### src/rtl/falu_issue_ctrl.sv
// Execute-stage sequencer for the multi-cycle FALU: issues an op, stalls the
// front of the pipe for its latency, then steers the FALU result for one cycle.
module falu_issue_ctrl #(
  parameter int LAT_ADD  = 3,
  parameter int LAT_MUL  = 4,
  parameter int LAT_DIV  = 12,
  parameter int LAT_SQRT = 16,
  parameter int LAT_MISC = 1,
  parameter int CNT_W    = 5
) (
  input  logic        clk,
  input  logic        rst_n,
  input  logic        E_falu_req,
  input  logic [2:0]  E_falu_op,
  input  logic [4:0]  E_rd,
  input  logic        flush,
  output logic        falu_start,
  output logic [2:0]  falu_op_q,
  output logic        falu_abort,
  output logic        stall,
  output logic        E_alu_falu_sel,
  output logic        pend_valid,
  output logic [4:0]  pend_rd,
  output logic [31:0] stall_cycles
);

  typedef enum logic [1:0] {IDLE, RUN, DONE} state_t;

  state_t           state, state_nx;
  logic [CNT_W-1:0] cnt, cnt_nx, lat_m1;
  logic             issue;
  logic             abort;

  always_comb begin
    case (E_falu_op)
      3'b000, 3'b001: lat_m1 = CNT_W'(LAT_ADD - 1);
      3'b010:         lat_m1 = CNT_W'(LAT_MUL - 1);
      3'b011:         lat_m1 = CNT_W'(LAT_DIV - 1);
      3'b100:         lat_m1 = CNT_W'(LAT_SQRT - 1);
      default:        lat_m1 = CNT_W'(LAT_MISC - 1);
    endcase
  end

  // rst_n gating keeps start/stall low while reset is held, not just after an edge
  assign issue = (state == IDLE) && E_falu_req && !flush && rst_n;

  always_comb begin
    state_nx = state;
    cnt_nx   = cnt;
    abort    = 1'b0;
    case (state)
      IDLE: begin
        if (issue) begin
          cnt_nx   = lat_m1;
          state_nx = (lat_m1 != '0) ? RUN : DONE;
        end
      end
      RUN: begin
        if (flush) begin
          abort    = 1'b1;
          state_nx = IDLE;
        end else if (cnt == CNT_W'(1) || cnt == '0) begin
          state_nx = DONE;
        end else begin
          cnt_nx = cnt - CNT_W'(1);
        end
      end
      DONE:    state_nx = IDLE;
      default: state_nx = IDLE;
    endcase
  end

  always_ff @(posedge clk or negedge rst_n) begin
    if (!rst_n) begin
      state        <= IDLE;
      cnt          <= '0;
      falu_op_q    <= '0;
      pend_rd      <= '0;
      stall_cycles <= '0;
    end else begin
      state <= state_nx;
      cnt   <= cnt_nx;
      if (issue) begin
        falu_op_q <= E_falu_op;
        pend_rd   <= E_rd;
      end
      if (stall && stall_cycles != '1)
        stall_cycles <= stall_cycles + 32'd1;
    end
  end

  assign falu_start     = issue;
  assign falu_abort     = abort;
  assign stall          = issue || (state == RUN && !flush);
  assign E_alu_falu_sel = (state != DONE);
  assign pend_valid     = (state == RUN) || (state == DONE);

endmodule

### config.mk
export PLATFORM = sky130hd
export DESIGN_NAME = falu_issue_ctrl
export DESIGN_NICKNAME = d
export VERILOG_FILES = /design/src/rtl/falu_issue_ctrl.sv
export SDC_FILE = /design/constraint.sdc
export NUM_CORES = 1
export LEC_CHECK = 0
export ABC_AREA = 1
export BUFFER_PORTS_ARGS = -buffer_cell sky130_fd_sc_hd__buf_2
export CAP_MARGIN = 25
export CORE_MARGIN = 2
export CORE_UTILIZATION = 43
export CTS_CLUSTER_SIZE = 40
export DETAILED_ROUTE_END_ITERATION = 10
export HOLD_SLACK_MARGIN = 0.06
export PLACE_DENSITY = 0.7
export SYNTH_ARGS = -nofsm -noshare
export SYNTH_HDL_FRONTEND = slang
export SYNTH_SLANG_ARGS = --single-unit
### constraint.sdc
create_clock -name clk -period 2.1 [get_ports clk]
set_clock_uncertainty 0.15 [all_clocks]
set_input_delay 0.42 -clock clk [delete_from_list [all_inputs] [get_ports clk]]
set_output_delay 0.42 -clock clk [all_outputs]
set_load 0.02 [all_outputs]
==> results.py, run 1 <==
metrics = {
    "timing": {
        "fin_crit_ns": 2.07,
        "finalSetupViolCount": 0,
        "setup_ws_ns": 0.0255,
        "fin_crit_sh": 0.988,
        "drv_slew": 0,
        "tightest_slew_ns": 0.587,
        "fin_setup_tns_ns": 0,
        "fmax_mhz": 482,
        "relSlewSlack": 0.609,
        "hold_violations": 0,
    },
    "status": {
        "run_status": "complete, no violations",
    },
    "floorplanning": {
        "row_count": 30,
        "core-area_sq_um": 6790,
        "die_w_um": 87.9,
        "die_area_sq_um": 7730,
        "die_h_um": 87.9,
        "boundaryPins": 57,
        "initial_core_util": 0.446,
    },
    "worst_hold_path": {
        "min_path_type": "primary input to asynchronous set/reset pin",
    },
    "synth": {
        "syn_inst": 464,
        "synth_top_area_cell": "dfrtp_1",
        "synthTopCellsByArea": "dfrtp_1, nand2_1, nor2_1",
        "synth_top_cell_area_share": 0.388,
        "synth_cell_types": 25,
        "avgSynthCellArea_sq_um": 6.53,
        "ys_seq_elements": 47,
        "synth.cell_area_sq_um": 3030,
        "seq_area_frac_synth": 0.388,
        "syn-num-nets": 482,
        "yosys_warnings": 0,
    },
    "cells_and_area": {
        "diodes": 0,
        "final_util": 0.539,
        "finish.net_count": 557,
        "area_growth_pct": 20.9,
        "drive_gt1_frac": 0.184,
        "instances_no_fill": 635,
    },
    "routing": {
        "routed_wl_um": 7700,
        "drt-initial-drc-count": 108,
        "drtAntennaViolNets": 0,
        "wl_per_cell_um": 12.1,
        "via_per_inst": 4.70,
        "drc": 0,
        "vias": 2985,
        "drt-pass1-iter-count": 4,
    },
    "cts": {
        "cts_buffers": 5,
        "clk_path_buf_depth": 2,
        "cts_tree": "done",
        "clk_latency_ns": 0.30,
        "clk_pin_slew_ns": 0.09,
        "clock-sinks": 47,
        "root_buffer": "clkbuf_8",
        "htreeDepth": 2,
    },
    "placement": {
        "dp_hpwl_um": 5840,
        "port_buffers": 56,
        "place_inst": 620,
        "pre_cts_ws_ns": 0.165,
        "place_congestion": 0.887,
    },
    "worst_setup_path": {
        "critPathCaptureType": "output port",
        "r2r_end": "stall_cycles[27]",
        "slowest_stage": "dfrtp_1",
        "reg2regPathDepth": 10,
        "cp_cell_sequence": "inv_2 -> ha_4 -> nand4_1 -> buf_4 -> o21ai_4 -> buf_6",
        "worstPathMaxFanout": 3,
        "max_stage_delay_ns": 0.40,
        "crit_required_ns": 1.53,
        "reg2reg_setup_slack_ns": 0.16,
        "cp-start-kind": "flop",
        "rr_startpoint": "state[0]",
        "crit_type": "flop to output port",
        "arrival_ns": 1.50,
        "startpoint": "state[0]",
    },
    "grt": {
        "grt_max_degree": 48,
        "grt_overflow": 0,
        "antenna_found_initial": 0,
        "grt_usage": 0.213,
        "grt_pass1_vias": 2811,
        "grt_pass1_wl_um": 13000,
    },
    "run": {
        "maxCapViolations": 0,
    },
    "power_and_ir_drop": {
        "peakVddDrop_uv": 604,
        "p_leak_nw": 1.92,
        "power_density_nw_per_um2": 865,
    },
}
critical path, delay by kind of cell (launching register included):
family	cells	cell delay (ns)
and+or+nand+nor	1	0.17
adders and majority gates	1	0.14
AOI/OAI and AO/OA	1	0.06
buffers and inverters	3	0.43
DFF	1	0.40
Yosys cell counts:
library cell,n
xor2_1,11
nand4_1,3
nor2_4,2
o21ai_0,16
buf_6,2
nor2_2,5
xnor2_1,3
o21ai_2,1
nor2_1,55
o31ai_1,1
clkinv_1,1
a21oi_1,2
nand2_4,2
inv_4,1
nand2_8,1
inv_1,43
buf_2,1
nand2_1,231
nand3_1,22
o22ai_1,3
inv_2,1
ha_1,6
nand2_2,1
buf_4,3
dfrtp_1,47
flip-flops by register name, summed over array words and instances (netlist names):
register and flops:
cnt 5, falu_op_q 3, pend_rd 5, stall_cycles 32, state 2
final cells by class:
cell class | count | area [sq um]
Timing Repair Buffer | 74 | 428
Inverter | 46 | 178
Clock inverter | 2 | 37.5
Sequential cell | 47 | 1180
Fill cell | 672 | 3130
Tap cell | 96 | 120
Multi-Input combinational cell | 365 | 1660
Clock buffer | 5 | 68.8
metrics by stage:
stage / power, mW / instance area, sq um / hold WS [ns]
final: 3.17 / 3660 / 0.142
after global routing: 3.40 / 3660 / 0.152
after CTS: 3.13 / 3620 / 0.138
after detailed placement: 2.40 / 3450 / 0.314
after global placement: 2.38 / 3450 / 0.309
after floorplan: 2.06 / 3030 / -0.0256
layer usage:
metal,up-vias,GRT usage,wire length [um]
li1,1554,-,-
met4,0,0.0476,79
met3,8,0.0415,374
met5,-,0,0
met1,1353,0.288,3700
met2,70,0.355,3550
cell families (layout without fill, tap and decap cells):
group / count (synthesis) / in the layout / synth area share
DFF: 47 / 47 / 0.388
AOI/OAI and AO/OA: 23 / 23 / 0.0413
adders and majority gates: 6 / 6 / 0.0248
and+or+nand+nor: 322 / 322 / 0.431
buffers and inverters: 52 / 127 / 0.0743
xor gates and xnor gates: 14 / 14 / 0.0405
cells in the final DEF, fill, tap and decap left out, drive strengths merged:
| cell | n |
|---|---|
| clkinv | 1 |
| xnor2 | 3 |
| ha | 6 |
| xor2 | 11 |
| nand2 | 235 |
| clkbuf | 5 |
| o21ai | 17 |
| inv | 45 |
| nand3 | 22 |
| o22ai | 3 |
| o31ai | 1 |
| dfrtp | 47 |
| a21oi | 2 |
| buf | 74 |
| bufinv | 1 |
| clkinvlp | 1 |
| nor2 | 62 |
| nand4 | 3 |
timing repair:
item,4_1_cts,5_1_grt
resized for setup,6,6
pin swaps,2,0
setup endpoints to repair,2,5
hold buffers,0,0
buffers inserted,6,2
power by group:
group | internal, mW | switching (mW)
combinational | 0.480 | 0.838
clock | 0.348 | 0.308
sequential | 1.07 | 0.123
total | 1.90 | 1.27
worst max-delay path by stage:
stage	to	slack (ns)
2_1_floorplan	stall_cycles[13]	0.15
3_3_place_gp	cnt[2]	0.19
3_5_place_dp	cnt[2]	0.17
4_1_cts	falu_start	0.004
5_1_grt	stall	-0.06
6_report	stall	0.03
Power figures use the tool's default switching activity.
==> run 2: changes to the inputs <==
--- a/config.mk
+++ b/config.mk
@@ -8,12 +8,14 @@
 export ABC_AREA = 1
 export BUFFER_PORTS_ARGS = -buffer_cell sky130_fd_sc_hd__buf_2
 export CAP_MARGIN = 25
+export CORE_ASPECT_RATIO = 1.4
 export CORE_MARGIN = 2
 export CORE_UTILIZATION = 43
 export CTS_CLUSTER_SIZE = 40
 export DETAILED_ROUTE_END_ITERATION = 10
 export HOLD_SLACK_MARGIN = 0.06
-export PLACE_DENSITY = 0.7
+export PLACE_DENSITY_LB_ADDON = 0.1
+export RECOVER_POWER = 25
 export SYNTH_ARGS = -nofsm -noshare
 export SYNTH_HDL_FRONTEND = slang
 export SYNTH_SLANG_ARGS = --single-unit
==> run 2 against run 1 <==
Worst setup slack improved by 0.060 ns. Critical endpoint unchanged. First-iteration DRC count increased by 52%. Non-clock buffer count decreased by 3. Critical path depth unchanged. Largest cell class unchanged. Largest power group unchanged. Sequential cell count unchanged. Die area increased by 0.13%. Sequential share of layout area increased by 0.19 points. Core utilization decreased by 1.1 points. Global-route usage increased by 1.4 points. Combinational power decreased by 4%.
==> results.py, run 2 (synthesis results as in run 1) <==
metrics = {
    "grt": {
        "grt_max_degree": 48,
        "antenna_found_initial": 0,
        "grt_overflow": 0,
        "grt_pass1_vias": 2907,
        "grt_usage": 0.228,
        "grt_pass1_wl_um": 13600,
    },
    "placement": {
        "placed_area_sq_um": 3470,
        "port_buffers": 56,
        "pre_cts_ws_ns": 0.0723,
        "place_inst": 621,
        "place_congestion": 0.845,
        "dp_hpwl_um": 5960,
    },
    "cells_and_area": {
        "final_cell_mix": "nand2_1, nor2_1, buf_2",
        "instances_no_fill": 632,
        "top_register": "stall_cycles",
        "largest_reg_flops": 32,
        "final_common_cell": "nand2_1",
        "area_growth_pct": 20.2,
        "drive_gt1_frac": 0.181,
        "final_area_sq_um": 3640,
        "final_util": 0.529,
        "diodes": 0,
        "reg_top3": "stall_cycles (32), cnt (5), pend_rd (5)",
        "finish.net_count": 554,
    },
    "worst_setup_path": {
        "cp-start-kind": "flop",
        "crit_required_ns": 1.53,
        "slowest_stage": "dfrtp_1",
        "worstPathMaxFanout": 4,
        "critPathCaptureType": "output port",
        "crit_type": "flop to output port",
        "critPathBufInv": 3,
        "critical_path_depth": 6,
        "max_stage_delay_ns": 0.41,
        "arrival_ns": 1.44,
        "path_delay_family": "flip-flops",
        "reg2regPathDepth": 10,
        "cp_cell_sequence": "inv_2 -> ha_4 -> nand4_1 -> buf_4 -> o21ai_4 -> buf_6",
    },
    "timing": {
        "relSlewSlack": 0.587,
        "rsz0062_at_grt": "yes",
        "hold_slack_ns": 0.111,
        "drv_slew": 0,
        "fin_setup_tns_ns": 0,
        "tightest_slew_ns": 0.620,
        "fmax_mhz": 496,
        "fin_crit_ns": 2.01,
        "finalSetupViolCount": 0,
        "hold_violations": 0,
        "setup_ws_ns": 0.0854,
        "fin_crit_sh": 0.959,
    },
    "cts": {
        "clk_path_buf_depth": 2,
        "ctsHoldBuffers": 0,
        "clk_latency_ns": 0.31,
        "clk_pin_slew_ns": 0.10,
        "root_buffer": "clkbuf_8",
        "cts_buffers": 5,
        "clock-sinks": 47,
        "htreeDepth": 2,
        "cts_tree": "done",
    },
    "power_and_ir_drop": {
        "power_density_nw_per_um2": 875,
        "p_leak_nw": 1.91,
        "finalPower_mw": 3.19,
        "peakVddDrop_uv": 613,
    },
    "floorplanning": {
        "boundaryPins": 57,
        "die_w_um": 74.9,
        "row_count": 36,
        "initial_core_util": 0.440,
        "die_area_sq_um": 7740,
        "die_h_um": 103,
        "core-area_sq_um": 6890,
    },
    "routing": {
        "routed_wl_um": 8110,
        "drtAntennaViolNets": 0,
        "via_per_inst": 4.71,
        "drc": 0,
        "drt-pass1-iter-count": 4,
        "vias": 2979,
        "drt-initial-drc-count": 164,
        "wl_per_cell_um": 12.8,
    },
    "worst_hold_path": {
        "min_path_type": "primary input to asynchronous set/reset pin",
    },
    "status": {
        "run_status": "complete, no violations",
    },
    "run": {
        "maxCapViolations": 0,
    },
}
## run 2: cell count changes in the layout (fill, tap and decap cells not counted)
cell	delta
nor2_4	-1
inv_6	+1
clkinv_4	+1
buf_4	-4
nor2_2	+1
buf_2	+1
clkinvlp_4	-1
## run 2: power by group
group | switching, mW | internal, mW | leakage [nW] | total [mW]
Sequential | 0.125 | 1.07 | 0.632 | 1.20
Clock | 0.355 | 0.362 | 0.0587 | 0.717
Combinational | 0.832 | 0.441 | 1.22 | 1.27
## run 2: timing repair
action | in CTS | in global routing
resized for setup | 6 | 4
setup buffers | 3 | 0
hold endpoints to repair | 0 | 0
pin swaps | 3 | 0
endpoints found under the setup margin | 2 | 34
## run 2: path summary, 6_finish.rpt
path / startpoint / to / slack, ns
min in group clk: E_rd[3] / pend_rd[3] / 0.15
worst min register to register: pend_rd[3] / pend_rd[3] / 0.33
max in group asynchronous: rst_n / cnt[2] / 1.26
worst min-delay path: rst_n / stall_cycles[30] / 0.11
worst max-delay path: state[1] / stall / 0.09
worst max register to register: stall_cycles[1] / stall_cycles[11] / 0.14
## run 2: layout make-up
cell class	count	area [sq um]
multi-input combinational	365	1650
clock buffer	5	68.8
clock inverter	3	47.5
inverter	46	178
tap	95	119
sequential	47	1180
fill	730	3250
timing repair buffer	71	403
## run 2: layer usage
layer	up-vias	global-route usage	share of wire
met5	-	0	0
met4	0	0.0742	0.024
met3	13	0.0349	0.037
met2	60	0.414	0.53
met1	1351	0.269	0.41
li1	1555	-	-
==> run 3: changes to the inputs <==
--- a/config.mk
+++ b/config.mk
@@ -5,7 +5,6 @@
 export SDC_FILE = /design/constraint.sdc
 export NUM_CORES = 1
 export LEC_CHECK = 0
-export ABC_AREA = 1
 export BUFFER_PORTS_ARGS = -buffer_cell sky130_fd_sc_hd__buf_2
 export CAP_MARGIN = 25
 export CORE_ASPECT_RATIO = 1.4
@@ -16,6 +15,8 @@
 export HOLD_SLACK_MARGIN = 0.06
 export PLACE_DENSITY_LB_ADDON = 0.1
 export RECOVER_POWER = 25
+export REMOVE_ABC_BUFFERS = 1
+export SLEW_MARGIN = 40
 export SYNTH_ARGS = -nofsm -noshare
 export SYNTH_HDL_FRONTEND = slang
 export SYNTH_SLANG_ARGS = --single-unit
==> run 3 against run 2 <==
The flow now finishes with violations (negative setup slack). Core utilization increased by 11 points. Area after synthesis decreased by 21%. Register-to-register slack got worse by 0.26 ns. Worst hold slack gained 0.040 ns. Global-route usage fell by 2.2 points. Synthesized cell count decreased by 48%. Clock-buffer cell count is the same. Critical endpoint is now stall_cycles[1]. Largest cell class unchanged. Highest routed layer unchanged.
==> results.py, run 3 <==
metrics = {
    "power_and_ir_drop": {
        "peakVddDrop_uv": 712,
        "power_frac_comb": 0.388,
        "p_int_mw": 1.93,
        "netSwitchingFraction": 0.354,
        "seqPwrFrac": 0.395,
        "power_density_nw_per_um2": 862,
        "p_leak_nw": 1.78,
        "clkPwrFrac": 0.217,
        "p_switching_mw": 1.06,
        "finalPower_mw": 2.99,
    },
    "worst_setup_path": {
        "slowest_stage": "or4_4",
        "crit_type": "flop to flop",
        "crit_required_ns": 2.14,
        "arrival_ns": 2.25,
        "critPathCaptureType": "flop",
        "max_stage_delay_ns": 0.56,
        "cp_common_cell": "or4_4",
        "cp_cell_sequence": "nand4_2 -> or4_4 -> or4_4 -> nand2_4 -> mux2_4",
        "cp-start-kind": "flop",
        "worstPathMaxFanout": 2,
    },
    "placement": {
        "pre_cts_ws_ns": -0.0962,
        "dp_hpwl_um": 4570,
        "place_congestion": 0.814,
        "port_buffers": 56,
    },
    "cells_and_area": {
        "drive_gt1_frac": 0.420,
        "reg_top3": "stall_cycles (32), cnt (5), pend_rd (5)",
        "diodes": 0,
        "area_growth_pct": 45.6,
        "final_common_cell": "buf_4",
        "finish.net_count": 380,
        "final_cell_mix": "buf_4, buf_2, dfrtp_1",
        "fillers": 497,
        "top_register": "stall_cycles",
        "largest_reg_flops": 32,
    },
    "routing": {
        "drt-initial-drc-count": 56,
        "via_per_inst": 5.15,
        "drt-pass1-iter-count": 4,
        "drc": 0,
        "wl_per_cell_um": 14.3,
        "drtAntennaViolNets": 0,
        "vias": 2214,
        "routed_wl_um": 6170,
    },
    "cts": {
        "clock-sinks": 47,
        "root_buffer": "clkbuf_8",
        "cts_buffers": 5,
        "clk_path_buf_depth": 2,
        "ctsHoldBuffers": 0,
        "cts_tree": "done",
        "clk_latency_ns": 0.30,
        "clk_pin_slew_ns": 0.09,
        "htreeDepth": 2,
    },
    "synth": {
        "yosys_warnings": 0,
        "synth_xor_area_frac": 0.106,
        "synth_most_common_cell": "dfrtp_1",
        "synth.cell_area_sq_um": 2390,
        "synthTopCellsByArea": "dfrtp_1, xnor2_1, nand2_1",
        "synth_compound_area_frac": 0.0823,
        "synth_commonest_cells": "dfrtp_1, nand2_1, xnor2_1",
        "synth_top_cell_area_share": 0.493,
        "synth_edf_count": 0,
        "synth_top_area_cell": "dfrtp_1",
        "synth_ff_type": "dfrtp_1",
        "async_flop_share": 1.00,
        "synth_mux_area_frac": 0.0105,
        "yosys.area_share.simple": 0.254,
        "syn_inst": 241,
        "synth_top_family_by_area": "simple AND/OR/NAND/NOR gates",
        "avgSynthCellArea_sq_um": 9.90,
        "synthAdderAreaFrac": 0.0315,
        "seq_area_frac_synth": 0.493,
        "synth_cell_types": 45,
        "ys_seq_elements": 47,
    },
    "floorplanning": {
        "boundaryPins": 57,
        "die_h_um": 92.1,
        "die_w_um": 67.0,
        "core-area_sq_um": 5450,
        "initial_core_util": 0.438,
        "die_area_sq_um": 6170,
        "row_count": 32,
    },
    "status": {
        "run_status": "finished with violations",
        "violations": "negative setup slack",
    },
    "timing": {
        "hold_violations": 0,
        "rsz0062_at_grt": "yes",
        "fin_crit_ns": 2.22,
        "finalSetupViolCount": 8,
        "tightest_slew_ns": 1.18,
        "drv_slew": 0,
        "relSlewSlack": 0.214,
        "fmax_mhz": 451,
        "fin_crit_sh": 1.06,
        "setup_ws_ns": -0.118,
    },
    "grt": {
        "antenna_found_initial": 0,
        "grt_pass1_vias": 2133,
        "grt_max_degree": 48,
        "grt_usage": 0.206,
        "grt_pass1_wl_um": 9630,
        "grt_overflow": 0,
    },
    "worst_hold_path": {
        "min_path_type": "primary input to flop",
    },
    "run": {
        "maxCapViolations": 0,
    },
}
==> run 3: kinds of logic (layout without fill, tap and decap cells) <==
family,Yosys count,in the layout
buffers and inverters,12,133
AND/OR/NAND/NOR,115,115
AO/OA/AOI/OAI,30,30
adder cells (fa/ha/maj),6,6
multiplexers,2,2
XOR/XNOR,29,29
flip-flops,47,47
==> run 3: metal layers <==
| metal | global-route usage | share of wire | vias up |
|---|---|---|---|
| li1 | - | - | 1095 |
| met1 | 0.218 | 0.37 | 1073 |
| met2 | 0.389 | 0.58 | 39 |
| met3 | 0.0454 | 0.035 | 7 |
| met4 | 0.0646 | 0.015 | 0 |
| met5 | 0 | 0 | - |
==> run 3: cell type report <==
type / instances / area [sq um] / area share
inverters: 7 / 26.3 / 0.00756
multi-input cells: 182 / 1290 / 0.373
clock buffers: 5 / 68.8 / 0.0198
well taps: 68 / 85.1 / 0.0245
flip-flops and latches: 47 / 1180 / 0.339
clock inverters: 2 / 37.5 / 0.0108
repair buffers: 119 / 785 / 0.226
==> run 3: worst paths after layout <==
| kind | start | to | slack [ns] | cells after the start |
|---|---|---|---|---|
| max | stall_cycles[19] | stall_cycles[1] | -0.12 | 5 |
| min | E_rd[3] | pend_rd[3] | 0.15 | 3 |
| max reg2reg | stall_cycles[19] | stall_cycles[1] | -0.12 | 5 |
| min reg2reg | pend_rd[4] | pend_rd[4] | 0.32 | 2 |
| max in group asynchronous | rst_n | stall_cycles[11] | 0.69 | 2 |
| min in group asynchronous | rst_n | stall_cycles[30] | 0.40 | 2 |
==> run 3: worst max-delay path: cells and delay by family, from the launching register on <==
kind	cells	cell delay, ns
multiplexers	1	0.29
AND/OR/NAND/NOR	4	1.29
flip-flops	1	0.37
==> run 3: through the flow <==
step,util,area (sq um),TNS [ns],cells,hold slack (ns)
after floorplan,-,2360,-11.37,236,-0.0256
after global placement,0.572,3120,-0.385,412,0.304
after detailed placement,0.572,3120,-0.670,412,0.307
after CTS,0.603,3280,-0.693,421,0.132
after global routing,0.638,3470,-1.44,430,0.164
final,0.638,3470,-0.393,430,0.151
==> run 3: timing repair <==
| item | CTS | global route |
|---|---|---|
| setup endpoints to repair | 17 | 23 |
| pin swaps | 2 | 17 |
| resized for setup | 14 | 27 |
| setup buffers | 2 | 9 |
==> run 3: power groups by stage <==
stage	sequential (mW)	combinational (mW)	clock [mW]
after detailed placement	1.20	1.03	0
after floorplan	1.35	0.458	0
after global placement	1.19	1.01	0
after CTS	1.18	1.07	0.670
final	1.18	1.16	0.650
after global routing	1.20	1.28	0.704
